<file path="config.mk">
export PLATFORM = sky130hd
export DESIGN_NAME = sfi_mem_req
export DESIGN_NICKNAME = d
export VERILOG_FILES = /design/src/rtl/sfi_mem_req.sv
export SDC_FILE = /design/constraint.sdc
export NUM_CORES = 1
export LEC_CHECK = 0
export CORE_AREA = 2 2 211 213
export DETAILED_ROUTE_END_ITERATION = 6
export DIE_AREA = 0 0 213 215
export PLACE_DENSITY = 0.66
export REMOVE_ABC_BUFFERS = 1
export SLEW_MARGIN = 20
export SYNTH_ARGS = -nofsm -noshare
export SYNTH_HDL_FRONTEND = slang
export SYNTH_SLANG_ARGS = --single-unit
</file>
<file path="constraint.sdc">
create_clock -name clk -period 4.4 [get_ports clk]
set_input_delay 1.32 -clock clk [delete_from_list [all_inputs] [get_ports clk]]
set_output_delay 1.32 -clock clk [all_outputs]
set_load 0.01 [all_outputs]
</file>
<file path="src/rtl/sfi_mem_req.sv">
// sfi_mem_req: turns SFI-checked addresses into single-beat memory accesses.
// Sandbox violations (ro != ri) never reach memory. They return an immediate
// fault response and are logged in the sticky flag, counter and address registers.
module sfi_mem_req #(
  parameter int unsigned AW      = 64,
  parameter int unsigned DW      = 64,
  parameter int unsigned CW      = 16,
  parameter int unsigned TIMEOUT = 255
) (
  input  logic          clk,
  input  logic          rst_n,
  input  logic          in_valid,
  output logic          in_ready,
  input  logic [AW-1:0] in_ri,
  input  logic [AW-1:0] in_ro,
  input  logic          in_we,
  input  logic [DW-1:0] in_wdata,
  output logic          mem_req,
  input  logic          mem_gnt,
  output logic [AW-1:0] mem_addr,
  output logic          mem_we,
  output logic [DW-1:0] mem_wdata,
  input  logic          mem_rvalid,
  input  logic [DW-1:0] mem_rdata,
  output logic          resp_valid,
  input  logic          resp_ready,
  output logic [DW-1:0] resp_data,
  output logic          resp_fault,
  output logic          resp_err,
  output logic          fault_sticky,
  output logic [CW-1:0] fault_cnt,
  output logic [AW-1:0] fault_addr,
  input  logic          fault_clr
);

  localparam int unsigned TW = 16;
  // WAIT_R is left on the cycle the timer holds TIMEOUT-1.
  // The read therefore spends exactly TIMEOUT cycles waiting.
  localparam logic [TW-1:0] TLAST = TW'(TIMEOUT - 1);

  typedef enum logic [1:0] {IDLE, REQ, WAIT_R, RESP} state_e;

  state_e          state_q, state_d;
  logic [AW-1:0]   ro_q;
  logic            we_q;
  logic [DW-1:0]   wdata_q;
  logic [TW-1:0]   timer_q;
  logic [DW-1:0]   resp_data_q;
  logic            resp_fault_q;
  logic            resp_err_q;
  logic            sticky_q;
  logic [CW-1:0]   cnt_q;
  logic [AW-1:0]   faddr_q;

  logic            accept;
  logic            violation;
  logic            timed_out;

  assign accept    = (state_q == IDLE) && in_valid;
  assign violation = (in_ro != in_ri);
  assign timed_out = (timer_q == TLAST);

  // State register
  always_ff @(posedge clk) begin
    if (!rst_n) state_q <= IDLE;
    else        state_q <= state_d;
  end

  // Next-state selection
  always_comb begin
    state_d = state_q;
    unique case (state_q)
      IDLE:    if (in_valid)                   state_d = violation ? RESP : REQ;
      REQ:     if (mem_gnt)                    state_d = we_q ? RESP : WAIT_R;
      WAIT_R:  if (mem_rvalid || timed_out)    state_d = RESP;
      RESP:    if (resp_ready)                 state_d = IDLE;
      default:                                 state_d = IDLE;
    endcase
  end

  // Handshake outputs decoded from the registered state
  always_comb begin
    in_ready   = (state_q == IDLE);
    mem_req    = (state_q == REQ);
    resp_valid = (state_q == RESP);
  end

  // Request capture, read timer and response payload
  always_ff @(posedge clk) begin
    if (!rst_n) begin
      ro_q         <= '0;
      we_q         <= 1'b0;
      wdata_q      <= '0;
      timer_q      <= '0;
      resp_data_q  <= '0;
      resp_fault_q <= 1'b0;
      resp_err_q   <= 1'b0;
    end else begin
      unique case (state_q)
        IDLE: begin
          if (in_valid) begin
            ro_q    <= in_ro;
            we_q    <= in_we;
            wdata_q <= in_wdata;
            if (violation) begin
              resp_data_q  <= '0;
              resp_fault_q <= 1'b1;
              resp_err_q   <= 1'b0;
            end
          end
        end
        REQ: begin
          if (mem_gnt) begin
            timer_q      <= '0;
            resp_data_q  <= '0;
            resp_fault_q <= 1'b0;
            resp_err_q   <= 1'b0;
          end
        end
        WAIT_R: begin
          timer_q <= timer_q + TW'(1);
          if (mem_rvalid) begin
            resp_data_q <= mem_rdata;
            resp_err_q  <= 1'b0;
          end else if (timed_out) begin
            resp_data_q <= '0;
            resp_err_q  <= 1'b1;
          end
        end
        RESP: begin
          if (resp_ready) begin
            resp_fault_q <= 1'b0;
            resp_err_q   <= 1'b0;
          end
        end
        default: ;
      endcase
    end
  end

  // Violation log. A violation accepted together with fault_clr restarts the count at 1.
  always_ff @(posedge clk) begin
    if (!rst_n) begin
      sticky_q <= 1'b0;
      cnt_q    <= '0;
      faddr_q  <= '0;
    end else if (accept && violation) begin
      sticky_q <= 1'b1;
      faddr_q  <= in_ri;
      if (fault_clr)       cnt_q <= CW'(1);
      else if (cnt_q != '1) cnt_q <= cnt_q + CW'(1);
    end else if (fault_clr) begin
      sticky_q <= 1'b0;
      cnt_q    <= '0;
    end
  end

  assign mem_addr     = ro_q;
  assign mem_we       = we_q;
  assign mem_wdata    = wdata_q;
  assign resp_data    = resp_data_q;
  assign resp_fault   = resp_fault_q;
  assign resp_err     = resp_err_q;
  assign fault_sticky = sticky_q;
  assign fault_cnt    = cnt_q;
  assign fault_addr   = faddr_q;

endmodule

</file>
==> results of run 1 <==
[power groups by stage]
stage               Sequential (mW)  Clock (mW)  Combinational, mW
floorplan                      3.43           0               1.25
global placement               3.27           0               2.92
detailed placement             3.28           0               2.95
CTS                            3.23        3.15               2.96
global route                   3.27        3.23               3.17
finish                         3.23        3.04               2.92
[kinds of logic (layout without fill, tap and decap cells)]
| logic type | count (synthesis) | in the layout | synth area share |
|---|---|---|---|
| AND/OR/NAND/NOR | 582 | 582 | 0.2152 |
| flip-flops | 294 | 294 | 0.5107 |
| AO/OA/AOI/OAI | 231 | 231 | 0.1063 |
| buffers and inverters | 104 | 639 | 0.04104 |
| XOR/XNOR | 79 | 79 | 0.06004 |
| multiplexers | 68 | 68 | 0.05917 |
| adder cells (fa/ha/maj) | 7 | 7 | 0.007599 |
| other | 0 | 2 | 0 |
[critical path, stage by stage]
cell and delay (ns):
clkdlybuf4s50_1 0.54, xnor2_1 0.14, nand4_1 0.13, nor4_1 0.81, buf_4 0.25, and4_1 0.37
nor2_4 0.20, buf_12 0.22, mux2i_1 0.17, nor2_1 0.05
[cell usage in the layout (no fill, tap or decap), types with 38 or more instances in the layout]
cell type        synthesis  routed
clkdlybuf4s50_1          0     541
nand2_1                342     341
dfxtp_1                294     294
a21oi_1                143     143
nor2_1                  92      92
nand3_1                 80      80
o21ai_0                 69      69
mux2i_1                 67      67
xnor2_1                 67      67
clkbuf_16                0      38
[layout make-up]
| cell class | instances | area, sq um | share of cell area |
|---|---|---|---|
| inverters | 12 | 50.05 | 0.002670 |
| multi-input cells | 967 | 5182 | 0.2765 |
| repair buffers | 563 | 5653 | 0.3016 |
| well taps | 592 | 740.7 | 0.03951 |
| flip-flops and latches | 294 | 5886 | 0.3140 |
| clock buffers | 51 | 1090 | 0.05814 |
| clock inverters | 13 | 138.9 | 0.007409 |
| diodes | 2 | 5.005 | 0.0002670 |
[flip-flops by register name (all words and copies together), names as in the netlist]
name	cells
fault_addr	64
fault_cnt	16
fault_sticky	1
mem_addr	64
mem_wdata	64
mem_we	1
resp_data	64
resp_err	1
resp_fault	1
state_q	2
timer_q	16
[worst paths after layout]
path | slack (ns) | to | cells past startpoint
max | 0.54 | fault_addr[30] | 10
min reg2reg | 0.45 | mem_wdata[44] | 2
min | 0.45 | mem_wdata[44] | 2
max reg2reg | 1.86 | fault_addr[30] | 7
[layer usage]
| metal | wire length, um | up-vias | GRT usage |
|---|---|---|---|
| li1 | - | 5583 | - |
| met1 | 16960 | 5215 | 0.2046 |
| met2 | 20840 | 394 | 0.3131 |
| met3 | 3760 | 65 | 0.05612 |
| met4 | 1232 | 0 | 0.06597 |
| met5 | 0 | - | 0 |
==> flow_metrics.py, run 1 <==
metrics = {
    "outcome": {
        "outcome": "complete, no violations",
    },
    "power": {
        "ir_drop_v": 0.0003284,
        "power_frac_comb": 0.318,
        "power.switching_mw": 2.937,
        "p_clk_frac": 0.331,
        "p_int_mw": 6.244,
        "p_sw_frac": 0.3199,
        "seq_power_share": 0.352,
        "power_density_nw_per_um2": 489.7,
        "power_mw": 9.180,
        "p_leak_nw": 6.638,
    },
    "drt": {
        "wl_per_cell_um": 17.16,
        "drc": 0,
        "drt-initial-drc-count": 625,
        "wl_um": 42790,
        "drtAntennaViolNets": 0,
        "vias_per_cell": 4.514,
        "num_vias": 11260,
        "drt-pass1-iter-count": 5,
    },
    "setup_path": {
        "crit_path_start_kind": "input pin",
        "cp-end-kind": "flop",
        "worstPathArrival_ns": 4.24,
        "cp.required_ns": 4.78,
        "rr_startpoint": "state_q[0]",
        "crit_fanout": 17,
        "startpoint": "in_ro[52]",
        "worstSetupPathType": "input pin to flop",
    },
    "finish": {
        "area_delta_synth_final_pct": 62.65,
        "drive_gt1_frac": 0.04895,
        "num-nets-final": 2145,
        "final_area_sq_um": 18750,
        "layoutNonFillerInstCount": 2494,
        "fin_util": 0.4295,
        "fillCellCount": 4293,
    },
    "yosys": {
        "netlist_top_cells_count": "342 x nand2_1, 294 x dfxtp_1, 143 x a21oi_1",
        "synth_edf_count": 0,
        "synth.most_common_cell": "nand2_1",
        "ys_warn_count": 0,
        "synth-main-ff-cell": "dfxtp_1",
        "synth_cell_types": 49,
        "yosysTopAreaCell": "dfxtp_1",
        "synthCells": 1365,
        "netlist.area_leader.share": 0.5107,
        "synthArstFlopShare": 0,
        "syn_avg_cell_area_sq_um": 8.443,
        "ys_seq_elements": 294,
        "synth_area_sq_um": 11520,
        "synth_area_leaders": "dfxtp_1 51%, nand2_1 11%, a21oi_1 6.2%",
        "yosysSeqAreaShare": 0.5107,
    },
    "clock_network": {
        "cts.htree.levels": 2,
        "cts-root-buf": "clkbuf_16",
        "clk_path_buf_depth": 3,
        "cts_buffers": 36,
        "cts_setup_buffers": 0,
        "path_clk_slew_ns": 0.06,
        "cts_hold_repair.buffers": 0,
        "cts.sinks": 294,
        "clock_latency_ns": 0.53,
        "cts_resized": 0,
        "cts_tree": "done",
    },
    "sta": {
        "worst_pin_slew_ns": 0.9892,
        "drv_slew": 0,
        "clock_skew_ns": 0.01412,
        "post-route-min-period_ns": 3.861,
        "hold_slack_ns": 0.4502,
        "setup_ws_ns": 0.5392,
        "period_share": 0.8774,
        "max_freq_mhz": 259.0,
        "tns_ns": 0,
        "setup_violations": 0,
        "slew_headroom": 0.3405,
        "rsz0062_at_grt": "no",
        "hold_viol": 0,
    },
    "floorplan": {
        "rows": 77,
        "die_area_sq_um": 45800,
        "start_util": 0.2641,
        "core_area_sq_um": 43640,
        "pin_count": 543,
        "die_height_um": 215,
        "die_w_um": 213,
    },
    "flow_run": {
        "maxCapViolations": 0,
    },
    "global_route": {
        "grt_antenna_before_repair": 1,
        "grt_pass1_wl_um": 64050,
        "grt_max_degree": 126,
        "grt_pass1_vias": 11290,
        "grt_overflow_total": 0,
        "track_usage": 0.1798,
    },
    "place": {
        "io_buffers": 542,
        "dpl_cell_area_sq_um": 17510,
        "gp_congestion": 0.8772,
        "post-place-ws_ns": 0.07822,
        "dp_hpwl_um": 31750,
        "dp_cells": 2428,
    },
    "hold_path": {
        "min_from": "mem_wdata[44]",
        "hold_path_class": "flop to flop",
    },
}
Power figures use the tool's default switching activity.
==> run 2, diff against run 1 <==
--- a/config.mk
+++ b/config.mk
@@ -6,6 +6,7 @@
 export NUM_CORES = 1
 export LEC_CHECK = 0
 export CORE_AREA = 2 2 211 213
+export CTS_BUF_LIST = sky130_fd_sc_hd__clkbuf_16
 export DETAILED_ROUTE_END_ITERATION = 6
 export DIE_AREA = 0 0 213 215
 export PLACE_DENSITY = 0.66
==> constraint.sdc (replaced) <==
create_clock -name clk -period 4.85 [get_ports clk]
set_input_delay 1.455 -clock clk [delete_from_list [all_inputs] [get_ports clk]]
set_output_delay 1.455 -clock clk [all_outputs]
set_load 0.01 [all_outputs]
==> run 2 against run 1 <==
Core utilization down 0.51 points. Sequential cell count unchanged. Clock skew up 0.010 ns. Wire length up 0.33%. Design area down 1.2%. Combinational power down 9.2%. Die area unchanged. Critical path type unchanged.
==> flow_metrics.py, run 2 (synthesis gave the netlist of run 1 again) <==
metrics = {
    "power": {
        "power_density_nw_per_um2": 430.9,
        "ir_drop_v": 0.0001927,
        "p_leak_nw": 6.548,
    },
    "clock_network": {
        "clock_latency_ns": 0.54,
        "cts_setup_buffers": 0,
        "cts.htree.levels": 2,
        "cts_resized": 0,
        "cts-root-buf": "clkbuf_16",
        "cts_hold_repair.buffers": 0,
        "clk_path_buf_depth": 3,
        "cts_buffers": 36,
        "cts.sinks": 294,
        "cts_tree": "done",
        "path_clk_slew_ns": 0.06,
    },
    "global_route": {
        "grt_overflow_total": 0,
        "grt_pass1_wl_um": 64100,
        "grt_max_degree": 130,
        "grt_antenna_before_repair": 1,
        "grt_pass1_vias": 11100,
        "track_usage": 0.1789,
    },
    "setup_path": {
        "cp_slowest_cell": "clkdlybuf4s50_1",
        "r2r_cells": 11,
        "crit_fanout": 56,
        "crit_path_start_kind": "input pin",
        "crit_top_cell": "buf_4",
        "r2r_end": "resp_data[18]",
        "cp.required_ns": 5.25,
        "slowest_delay_ns": 0.45,
        "crit_chain": "clkdlybuf4s50_1 -> xnor2_1 -> nand4_1 -> nor4_1 -> buf_4 -> and4_1 -> a2111oi_4 -> buf_4 -> buf_12 -> nand3_1 -> o21ai_0",
        "worstPathArrival_ns": 4.23,
        "cp-end-kind": "flop",
        "rr_startpoint": "timer_q[0]",
        "worstSetupPathType": "input pin to flop",
        "regToRegSetupSlack_ns": 2.32,
    },
    "finish": {
        "seq_area_sq_um": 5886,
        "final_area_sq_um": 18520,
        "layoutNonFillerInstCount": 2486,
        "multi_input_area_sq_um": 5186,
        "mostFrequentLayoutCell": "clkdlybuf4s50_1",
        "num-nets-final": 2138,
        "drive_gt1_frac": 0.03856,
        "area_delta_synth_final_pct": 60.71,
        "fin_util": 0.4244,
        "fillCellCount": 4326,
        "final_cell_mix": "541 x clkdlybuf4s50_1, 341 x nand2_1, 294 x dfxtp_1",
    },
    "hold_path": {
        "min_from": "mem_addr[28]",
        "hold_path_class": "flop to flop",
        "hold_depth": 2,
        "holdPathEnd": "mem_addr[28]",
    },
    "place": {
        "gp_congestion": 0.8734,
        "post-place-ws_ns": 0.5298,
        "dpl_cell_area_sq_um": 17470,
        "dp_hpwl_um": 31490,
        "dp_cells": 2421,
        "io_buffers": 542,
    },
    "sta": {
        "setup_violations": 0,
        "period_share": 0.7904,
        "slew_headroom": 0.3985,
        "drv_slew": 0,
        "post-route-min-period_ns": 3.833,
        "rsz0062_at_grt": "no",
        "max_freq_mhz": 260.9,
        "clock_skew_ns": 0.02412,
        "worst_pin_slew_ns": 0.9022,
        "hold_viol": 0,
        "setup_ws_ns": 1.017,
    },
    "drt": {
        "drt-initial-drc-count": 671,
        "num_vias": 11310,
        "vias_per_cell": 4.549,
        "drtAntennaViolNets": 0,
        "wl_per_cell_um": 17.27,
        "drc": 0,
        "wl_um": 42930,
        "drt-pass1-iter-count": 5,
    },
    "floorplan": {
        "pin_count": 543,
        "die_w_um": 213,
        "die_height_um": 215,
        "rows": 77,
        "die_area_sq_um": 45800,
        "start_util": 0.2641,
        "core_area_sq_um": 43640,
    },
    "outcome": {
        "outcome": "complete, no violations",
    },
    "flow_run": {
        "maxCapViolations": 0,
    },
}
run 2: cell type report:
type,instances,area share
sequential,294,0.3178
clock inverter,28,0.007701
multi-input combinational,967,0.2800
inverter,12,0.002702
antenna,1,0.0001351
tap,592,0.03999
timing repair buffer,556,0.3030
clock buffer,36,0.04864
run 2: worst max path at each step:
stage | startpoint | endpoint | slack, ns | cells after the start
detailed placement | in_ri[55] | resp_data[46] | 0.53 | 11
global placement | in_ro[48] | resp_data[18] | 0.20 | 10
finish | in_ri[55] | resp_data[18] | 1.02 | 11
floorplan | in_valid | fault_cnt[15] | -2.10 | 4
CTS | in_ri[55] | resp_data[18] | 1.04 | 11
global route | in_ri[55] | resp_data[21] | 0.92 | 11
run 2: worst max-delay path, delay by kind of cell:
| family | cells | cell delay (ns) |
|---|---|---|
| compound gates | 2 | 0.27 |
| xor+xnor | 1 | 0.33 |
| buf+inv | 4 | 1.02 |
| simple gates | 4 | 1.13 |
run 2: per-layer routing:
metal  up-vias  GRT usage  wire [um]  part of all wire
met2       405     0.3145      20980              0.49
met1      5270     0.1983      16790              0.39
met4         0    0.06247       1269             0.030
li1       5572          -          -                 -
met3        63    0.06269       3886             0.091
met5         -          0          0                 0
run 2: report_power, final:
| part | internal (mW) | switching (mW) | total (mW) | leakage [nW] |
|---|---|---|---|---|
| clock | 1.35 | 1.05 | 2.40 | 0.548 |
| combinational | 1.23 | 1.41 | 2.65 | 3.60 |
| sequential | 2.75 | 0.180 | 2.93 | 2.40 |
run 2: per-stage QoR:
step                      hold WS (ns)  power [mW]  setup TNS [ns]
final                           0.4515       7.980               0
after global placement          0.4380       5.574               0
after global routing            0.4673       8.425               0
after CTS                       0.4538       8.105               0
after detailed placement        0.4456       5.648               0
after floorplan                 0.4577       4.250         -177.11
